File: config.mk
export PLATFORM = sky130hd
export DESIGN_NAME = data_memory_arbiter_flat
export DESIGN_NICKNAME = d
export VERILOG_FILES = /design/src/rtl/data_memory_arbiter_if.sv /design/src/rtl/data_memory_arbiter.sv /design/src/flat_wrapper.sv
export SDC_FILE = /design/constraint.sdc
export NUM_CORES = 1
export LEC_CHECK = 0
export ABC_AREA = 1
export BUFFER_PORTS_ARGS = -buffer_cell sky130_fd_sc_hd__buf_2
export CAP_MARGIN = 0
export CORE_ASPECT_RATIO = 1.75
export CORE_MARGIN = 2
export CORE_UTILIZATION = 43
export CTS_CLUSTER_DIAMETER = 120
export DETAILED_ROUTE_END_ITERATION = 8
export HOLD_SLACK_MARGIN = 0.15
export PLACE_DENSITY = 0.74
export SYNTH_ARGS = -nofsm -noshare
export SYNTH_HDL_FRONTEND = slang
export SYNTH_SLANG_ARGS = --single-unit
export TNS_END_PERCENT = 10
File: constraint.sdc
create_clock -name clk -period 9.4 [get_ports clk]
set_input_delay 0.47 -clock clk [delete_from_list [all_inputs] [get_ports clk]]
set_output_delay 0.47 -clock clk [all_outputs]
set_load 0.03 [all_outputs]
File: src/rtl/data_memory_arbiter_if.sv
// Bus bundle between the two requesters, the arbiter and the single-port data memory.
// Port 0 is the CPU load/store unit, port 1 the debug/DMA loader.
interface data_memory_arbiter_if #(
    parameter int ADDR_W = 9,
    parameter int DATA_W = 32
);
    logic              p0_req;
    logic              p0_we;
    logic [ADDR_W-1:0] p0_addr;
    logic [DATA_W-1:0] p0_wdata;
    logic [1:0]        p0_byte;
    logic              p0_sext;
    logic              p0_ack;
    logic              p0_err;
    logic [DATA_W-1:0] p0_rdata;

    logic              p1_req;
    logic              p1_we;
    logic [ADDR_W-1:0] p1_addr;
    logic [DATA_W-1:0] p1_wdata;
    logic [1:0]        p1_byte;
    logic              p1_sext;
    logic              p1_ack;
    logic              p1_err;
    logic [DATA_W-1:0] p1_rdata;

    logic              mem_we;
    logic [ADDR_W-1:0] mem_addr;
    logic [DATA_W-1:0] mem_wdata;
    logic [1:0]        mem_byte;
    logic [DATA_W-1:0] mem_rdata;

    // Requesters and memory model side
    modport master (
        output p0_req, p0_we, p0_addr, p0_wdata, p0_byte, p0_sext,
        input  p0_ack, p0_err, p0_rdata,
        output p1_req, p1_we, p1_addr, p1_wdata, p1_byte, p1_sext,
        input  p1_ack, p1_err, p1_rdata,
        input  mem_we, mem_addr, mem_wdata, mem_byte,
        output mem_rdata
    );

    // Arbiter side
    modport slave (
        input  p0_req, p0_we, p0_addr, p0_wdata, p0_byte, p0_sext,
        output p0_ack, p0_err, p0_rdata,
        input  p1_req, p1_we, p1_addr, p1_wdata, p1_byte, p1_sext,
        output p1_ack, p1_err, p1_rdata,
        output mem_we, mem_addr, mem_wdata, mem_byte,
        input  mem_rdata
    );
endinterface

File: src/rtl/data_memory_arbiter.sv
// Two-port round-robin arbiter/sequencer for the single-port data memory.
// One transaction every three cycles (IDLE grant, ACCESS, RESP). Load data is
// lane-aligned and sign/zero-extended; misaligned accesses are rejected
// without touching the memory.
module data_memory_arbiter #(
    parameter int ADDR_W = 9,
    parameter int DATA_W = 32
) (
    input  logic                 clk,
    input  logic                 rst,
    data_memory_arbiter_if.slave bus
);
    typedef enum logic [1:0] {
        IDLE   = 2'd0,
        ACCESS = 2'd1,
        RESP   = 2'd2
    } state_t;

    state_t state_reg, state_next;

    // Requests packed per port so grant and command selection index by port
    logic [1:0]        req_vec;
    logic [1:0]        we_vec;
    logic [1:0]        sext_vec;
    logic [ADDR_W-1:0] addr_vec  [2];
    logic [DATA_W-1:0] wdata_vec [2];
    logic [1:0]        byte_vec  [2];

    assign req_vec      = {bus.p1_req,  bus.p0_req};
    assign we_vec       = {bus.p1_we,   bus.p0_we};
    assign sext_vec     = {bus.p1_sext, bus.p0_sext};
    assign addr_vec[0]  = bus.p0_addr;
    assign addr_vec[1]  = bus.p1_addr;
    assign wdata_vec[0] = bus.p0_wdata;
    assign wdata_vec[1] = bus.p1_wdata;
    assign byte_vec[0]  = bus.p0_byte;
    assign byte_vec[1]  = bus.p1_byte;

    // Latched command; only sampled in the IDLE grant cycle
    logic              last_grant_reg;
    logic              cmd_we_reg;
    logic [ADDR_W-1:0] cmd_addr_reg;
    logic [DATA_W-1:0] cmd_wdata_reg;
    logic [1:0]        cmd_byte_reg;
    logic              cmd_sext_reg;
    logic              cmd_port_reg;
    logic              cmd_err_reg;

    logic              grant_valid;
    logic              grant_port;
    logic [ADDR_W-1:0] sel_addr;
    logic [1:0]        sel_byte;
    logic              sel_err;

    assign grant_valid = |req_vec;

    // Grant: a lone requester wins; on a tie the port not served last wins
    always_comb begin
        grant_port = req_vec[1];
        if (req_vec == 2'b11) begin
            grant_port = ~last_grant_reg;
        end
    end

    assign sel_addr = addr_vec[grant_port];
    assign sel_byte = byte_vec[grant_port];

    // Misalignment: word needs addr[1:0]==0, half needs addr[0]==0, bytes always fine
    always_comb begin
        sel_err = 1'b0;
        if (sel_byte[1] == 1'b0) begin
            sel_err = (sel_addr[1:0] != 2'b00);
        end else if (sel_byte == 2'b10) begin
            sel_err = sel_addr[0];
        end
    end

    // FSM next state: IDLE -> ACCESS -> RESP -> IDLE
    always_comb begin
        state_next = state_reg;
        case (state_reg)
            IDLE:    if (grant_valid) state_next = ACCESS;
            ACCESS:  state_next = RESP;
            RESP:    state_next = IDLE;
            default: state_next = IDLE;
        endcase
    end

    // FSM state register; reset aborts any transaction in flight
    always_ff @(posedge clk or posedge rst) begin
        if (rst) begin
            state_reg <= IDLE;
        end else begin
            state_reg <= state_next;
        end
    end

    // Command capture and round-robin pointer update on a grant
    always_ff @(posedge clk or posedge rst) begin
        if (rst) begin
            last_grant_reg <= 1'b1;
            cmd_we_reg     <= 1'b0;
            cmd_addr_reg   <= '0;
            cmd_wdata_reg  <= '0;
            cmd_byte_reg   <= 2'b00;
            cmd_sext_reg   <= 1'b0;
            cmd_port_reg   <= 1'b0;
            cmd_err_reg    <= 1'b0;
        end else if (state_reg == IDLE && grant_valid) begin
            last_grant_reg <= grant_port;
            cmd_we_reg     <= we_vec[grant_port];
            cmd_addr_reg   <= sel_addr;
            cmd_wdata_reg  <= wdata_vec[grant_port];
            cmd_byte_reg   <= sel_byte;
            cmd_sext_reg   <= sext_vec[grant_port];
            cmd_port_reg   <= grant_port;
            cmd_err_reg    <= sel_err;
        end
    end

    // Load extraction: pick the addressed lane and extend to a full word
    logic [15:0]       half_lane;
    logic [7:0]        byte_lane;
    logic [DATA_W-1:0] load_word;

    always_comb begin
        half_lane = bus.mem_rdata[15:0];
        byte_lane = bus.mem_rdata[7:0];
        load_word = bus.mem_rdata;
        if (cmd_addr_reg[1]) begin
            half_lane = bus.mem_rdata[31:16];
        end
        case (cmd_addr_reg[1:0])
            2'b00:   byte_lane = bus.mem_rdata[7:0];
            2'b01:   byte_lane = bus.mem_rdata[15:8];
            2'b10:   byte_lane = bus.mem_rdata[23:16];
            default: byte_lane = bus.mem_rdata[31:24];
        endcase
        case (cmd_byte_reg)
            2'b10:   load_word = {{(DATA_W-16){cmd_sext_reg & half_lane[15]}}, half_lane};
            2'b11:   load_word = {{(DATA_W-8){cmd_sext_reg & byte_lane[7]}}, byte_lane};
            default: load_word = bus.mem_rdata;
        endcase
    end

    logic [1:0] ack_vec;

    genvar gi;
    generate
        for (gi = 0; gi < 2; gi++) begin : g_port
            logic [DATA_W-1:0] rdata_reg;

            // Per-port load result, updated only by a good load to this port
            always_ff @(posedge clk or posedge rst) begin
                if (rst) begin
                    rdata_reg <= '0;
                end else if (state_reg == ACCESS && cmd_port_reg == 1'(gi)
                             && !cmd_we_reg && !cmd_err_reg) begin
                    rdata_reg <= load_word;
                end
            end

            assign ack_vec[gi] = (state_reg == RESP) && (cmd_port_reg == 1'(gi));
        end
    endgenerate

    assign bus.p0_ack   = ack_vec[0];
    assign bus.p0_err   = ack_vec[0] & cmd_err_reg;
    assign bus.p0_rdata = g_port[0].rdata_reg;
    assign bus.p1_ack   = ack_vec[1];
    assign bus.p1_err   = ack_vec[1] & cmd_err_reg;
    assign bus.p1_rdata = g_port[1].rdata_reg;

    // Memory side is driven from the command registers in every state;
    // the write strobe exists only in ACCESS and never for a rejected access.
    assign bus.mem_we    = (state_reg == ACCESS) & cmd_we_reg & ~cmd_err_reg;
    assign bus.mem_addr  = cmd_addr_reg;
    assign bus.mem_wdata = cmd_wdata_reg;
    assign bus.mem_byte  = cmd_byte_reg;
endmodule

File: src/flat_wrapper.sv
// flat-port wrapper written by rule: the top's interface ports become plain ports
module data_memory_arbiter_flat 
#(
    parameter int ADDR_W = 9,
    parameter int DATA_W = 32
)
  (clk, rst, bus_p0_req, bus_p0_we, bus_p0_addr, bus_p0_wdata, bus_p0_byte, bus_p0_sext, bus_p0_ack, bus_p0_err, bus_p0_rdata, bus_p1_req, bus_p1_we, bus_p1_addr, bus_p1_wdata, bus_p1_byte, bus_p1_sext, bus_p1_ack, bus_p1_err, bus_p1_rdata, bus_mem_we, bus_mem_addr, bus_mem_wdata, bus_mem_byte, bus_mem_rdata);
  data_memory_arbiter_if #(.ADDR_W(ADDR_W), .DATA_W(DATA_W)) bus_i ();
  input  logic clk;
  input  logic rst;
  input wire logic [$bits(bus_i.p0_req)-1:0] bus_p0_req;
  input wire logic [$bits(bus_i.p0_we)-1:0] bus_p0_we;
  input wire logic [$bits(bus_i.p0_addr)-1:0] bus_p0_addr;
  input wire logic [$bits(bus_i.p0_wdata)-1:0] bus_p0_wdata;
  input wire logic [$bits(bus_i.p0_byte)-1:0] bus_p0_byte;
  input wire logic [$bits(bus_i.p0_sext)-1:0] bus_p0_sext;
  output wire logic [$bits(bus_i.p0_ack)-1:0] bus_p0_ack;
  output wire logic [$bits(bus_i.p0_err)-1:0] bus_p0_err;
  output wire logic [$bits(bus_i.p0_rdata)-1:0] bus_p0_rdata;
  input wire logic [$bits(bus_i.p1_req)-1:0] bus_p1_req;
  input wire logic [$bits(bus_i.p1_we)-1:0] bus_p1_we;
  input wire logic [$bits(bus_i.p1_addr)-1:0] bus_p1_addr;
  input wire logic [$bits(bus_i.p1_wdata)-1:0] bus_p1_wdata;
  input wire logic [$bits(bus_i.p1_byte)-1:0] bus_p1_byte;
  input wire logic [$bits(bus_i.p1_sext)-1:0] bus_p1_sext;
  output wire logic [$bits(bus_i.p1_ack)-1:0] bus_p1_ack;
  output wire logic [$bits(bus_i.p1_err)-1:0] bus_p1_err;
  output wire logic [$bits(bus_i.p1_rdata)-1:0] bus_p1_rdata;
  output wire logic [$bits(bus_i.mem_we)-1:0] bus_mem_we;
  output wire logic [$bits(bus_i.mem_addr)-1:0] bus_mem_addr;
  output wire logic [$bits(bus_i.mem_wdata)-1:0] bus_mem_wdata;
  output wire logic [$bits(bus_i.mem_byte)-1:0] bus_mem_byte;
  input wire logic [$bits(bus_i.mem_rdata)-1:0] bus_mem_rdata;
  assign bus_i.p0_req = bus_p0_req;
  assign bus_i.p0_we = bus_p0_we;
  assign bus_i.p0_addr = bus_p0_addr;
  assign bus_i.p0_wdata = bus_p0_wdata;
  assign bus_i.p0_byte = bus_p0_byte;
  assign bus_i.p0_sext = bus_p0_sext;
  assign bus_p0_ack = bus_i.p0_ack;
  assign bus_p0_err = bus_i.p0_err;
  assign bus_p0_rdata = bus_i.p0_rdata;
  assign bus_i.p1_req = bus_p1_req;
  assign bus_i.p1_we = bus_p1_we;
  assign bus_i.p1_addr = bus_p1_addr;
  assign bus_i.p1_wdata = bus_p1_wdata;
  assign bus_i.p1_byte = bus_p1_byte;
  assign bus_i.p1_sext = bus_p1_sext;
  assign bus_p1_ack = bus_i.p1_ack;
  assign bus_p1_err = bus_i.p1_err;
  assign bus_p1_rdata = bus_i.p1_rdata;
  assign bus_mem_we = bus_i.mem_we;
  assign bus_mem_addr = bus_i.mem_addr;
  assign bus_mem_wdata = bus_i.mem_wdata;
  assign bus_mem_byte = bus_i.mem_byte;
  assign bus_i.mem_rdata = bus_mem_rdata;
  data_memory_arbiter #(.ADDR_W(ADDR_W), .DATA_W(DATA_W)) u_core (.clk(clk), .rst(rst), .bus(bus_i));
endmodule
==> metrics list <==
- The number of endpoints with negative hold slack in the final report is 0.
* Overall fraction of global-route tracks in use: 25.88%
* Number of distinct standard cells referenced by the synthesized netlist: 25
- Effective utilization at floorplan: 43.74%
* Rel. slew slack: 18.27%
- Final min period: 2623 ps
- In the routed design, unresolved DRC markers number 0.
- Antenna violations before repair: 1
- Net switching power: 0.001430 W
* # rows: 54
- In this run, the clock network consumes 22.6% of the power.
* Final Routed Wirelength: 16,920 µm
- Critical Setup Path Class: reg -> reg
* Net Count, Synth: 830
- Setup violations remaining at the end of the flow were counted as 0.
- Once routing completed, OpenROAD measured the worst setup slack at 6777 ps.
- WP data arrival: 2920 ps
- In the final routed layout, each cell accounts on average for 15.24 µm.
- DP HPWL: 12,010 µm
- Using the TritonRoute via totals, the vias-per-cell ratio works out to 5.023.
- In the final layout, the share of cells above drive strength 1 is 30.92%.
* Total number of clock tree sinks: 114
* Max frequency: 381.2 MHz
- Final Net Count: 1,054
- Hold/Removal Path Class: in -> reg
- Status: finished, final reports clean
- The tree is rooted in a sky130_fd_sc_hd__clkbuf_16.
- Register bit count reported by yosys: 114
- In this run the vertical extent of the chip is 152.4 µm.
* Crit path largest cell delay: 780 ps
* Global-route wire length before repair: 26,920 µm
- Combinational Power Share: 47.2%
- The cell that appears most often on the critical path is sky130_fd_sc_hd__nand3_1.
* Total grt overflow: 0
* Antenna violation net count after detailed routing: 0
- Leakage dissipation: 4.011 nW
- The longest clock path from root to sink contains 2 buffers.
* Detailed-router iteration count before antenna repair: 5
- TritonCTS built the clock tree.
* Count of mapped cells out of synthesis: 704
* Mapped Avg Cell Area: 7.681 µm²
- Placeable core region: 12,360 µm²
- The final max-slew violation count came to 0.
* Kind of launch point of the worst setup path: register
- Buffering stage count on the worst path with inverters included: 1
* Critical path fanouts, max: 25
- Cell Pwr Density: 411.5 nW/µm²
- Layout Skew: 10.44 ps
- Netlist area before placement: 5408 µm²
- Register share of total power: 30.3%
- The worst-case IR drop observed on VDD is 192.1 µV.
- Horiz. Die Dim: 88.77 µm
- Compared with the post-synthesis result, the final layout area differs by 34.24%.
- At the worst endpoint, the required time is 9700 ps.
* # IOs: 238
- Final cycle utilization of the critical path: 27.91%
- Internal power consumption: 0.001557 W
* DR vias: 5,576
* Largest net degree at the start of global routing: 81
- Setup slack after placement: 6836 ps
- Counting the buffers created by CTS gives 17.
- Post-CTS Setup Inserts: 0
* Sequential element share of the synthesized area: 52.78%
- Warning count from the yosys run: 0
* Clock latency on the worst-skew pair: 410 ps
- Net switching fraction of the power: 47.87%
- Crit-path leading delay family: simple AND/OR/NAND/NOR gates
- Cells traversed along the worst timing path: inv_1 > nand3_1 > nand3_1 > nand3_1 > nand3_1 > nand2_1 > nand2_1
- After clock tree synthesis, the clock-pin slew on the worst setup and hold paths is 60 ps.
- R2R setup slack: 6780 ps
* Iteration-0 DRC Markers: 311
* Maximum level of the CTS H-tree: 4
* Die Outline Area: 13,520 µm²
- Slew @ Worst Pin: 1225 ps
- Cell with the largest stage delay on the worst path: sky130_fd_sc_hd__dfrtp_1
- Filler instances: 1,175
* RSZ-0062 raised after global routing: no
* I/O Buffers: 237
* Final GP Congestion: 0.8758
* Sum Neg Setup Slack: 0 ps
- Max-capacitance violation count: 0
* Critical path capture point type: register
* Via count of the first global-routing pass: 5,635
==> cell usage after synthesis (all sizes together) <==
cell / count / area share [%]
dfstp: 1 / 0.49
clkinv: 1 / 0.069
nor4: 2 / 0.23
nand2: 332 / 23
or2: 3 / 0.35
o21ai: 91 / 8.4
inv: 21 / 1.5
nor2: 50 / 3.6
clkbuf: 20 / 1.4
o211ai: 8 / 1.1
a21oi: 3 / 0.28
o22ai: 1 / 0.12
dfrtp: 113 / 52
buf: 19 / 2.7
o21a: 2 / 0.28
nand3: 32 / 3.1
nor3: 5 / 1.1
==> path summary, 6_finish.rpt <==
path / from / end / cells past startpoint
hold / removal: bus_p1_addr[2] / u_core.bus.mem_addr[2]$_DFFE_PP0P_ / 3
max in group asynchronous: rst / u_core.bus.p1_rdata[15]$_DFFE_PP0P_ / 4
setup / recovery: u_core.bus.mem_addr[1]$_DFFE_PP0P_ / u_core.bus.p1_rdata[14]$_DFFE_PP0P_ / 7
hold reg to reg: u_core.bus.p1_rdata[30]$_DFFE_PP0P_ / u_core.bus.p1_rdata[30]$_DFFE_PP0P_ / 2
min in group asynchronous: rst / u_core.bus.mem_wdata[25]$_DFFE_PP0P_ / 3
setup reg to reg: u_core.bus.mem_addr[1]$_DFFE_PP0P_ / u_core.bus.p1_rdata[14]$_DFFE_PP0P_ / 7
==> timing repair <==
| action | 4_1_cts | 5_1_grt |
|---|---|---|
| endpoints found under the hold margin | 33 | 0 |
| hold buffers | 1 | 0 |
| resized for setup | 0 | 0 |
==> layer usage <==
metal	wire, µm	up-vias	global-route usage [%]
li1	-	2686	-
met1	6159	2553	28.26
met2	8908	280	44.60
met3	1001	57	5.471
met4	849	0	14.94
met5	0	-	0
==> layout make-up <==
cell class	count	area, µm²	share of cell area [%]
Sequential cell	114	2854	39.31
Multi-Input combinational cell	529	2248	30.97
Timing Repair Buffer	244	1241	17.10
Clock buffer	18	439.2	6.050
Tap cell	168	210.2	2.896
Clock inverter	14	178.9	2.465
Inverter	22	85.08	1.172
Antenna cell	1	2.502	0.03447
==> worst min-delay path: cells and delay by family <==
family | cells | cell delay, ps
buffers and inverters | 1 | 70
and+or+nand+nor | 1 | 30
AOI/OAI and AO/OA | 1 | 110
==> logic make-up (layout without fill, tap and decap cells) <==
| family | after synthesis | count (layout) | share of synthesized area [%] |
|---|---|---|---|
| compound gates | 105 | 105 | 10.20 |
| other cells | 0 | 1 | 0 |
| buf+inv | 61 | 298 | 5.645 |
| flops | 114 | 114 | 52.78 |
| simple gates | 424 | 424 | 31.37 |
==> cells in the final DEF, fill, tap and decap left out, drive strengths merged <==
master	Yosys	routed
nor4	2	2
o211ai	8	8
clkinv	1	7
dlygate4sd3	0	1
dfrtp	113	113
diode	0	1
clkinvlp	0	3
nand3	32	32
clkbuf	20	18
buf	19	243
o21ai	91	91
nor2	50	50
nand2	332	332
dfstp	1	1
o22ai	1	1
or2	3	3
nor3	5	5
bufinv	0	3
a21oi	3	3
o21a	2	2
inv	21	23
==> power by group through the flow <==
| stage | registers [W] | clock network, W | logic, W |
|---|---|---|---|
| after global placement | 0.000901 | 0 | 0.00140 |
| after detailed placement | 0.000908 | 0 | 0.00142 |
| after floorplan | 0.00133 | 0 | 0.000560 |
| after CTS | 0.000905 | 0.000683 | 0.00142 |
| after global routing | 0.000933 | 0.000704 | 0.00155 |
| final | 0.000904 | 0.000674 | 0.00141 |
==> stage by stage <==
stage	instance area [µm²]	utilization, %	hold slack [ps]	std cells	power (W)
2_1_floorplan	5408	-	443.8	704	0.001891
3_3_place_gp	6629	53.61	455.3	1076	0.002304
3_5_place_dp	6629	53.61	459.9	1076	0.002326
4_1_cts	7257	58.69	306.4	1109	0.003010
5_1_grt	7259	58.71	310.6	1110	0.003185
6_report	7259	58.71	320.6	1110	0.002987
(Power assumes the default switching activity.)
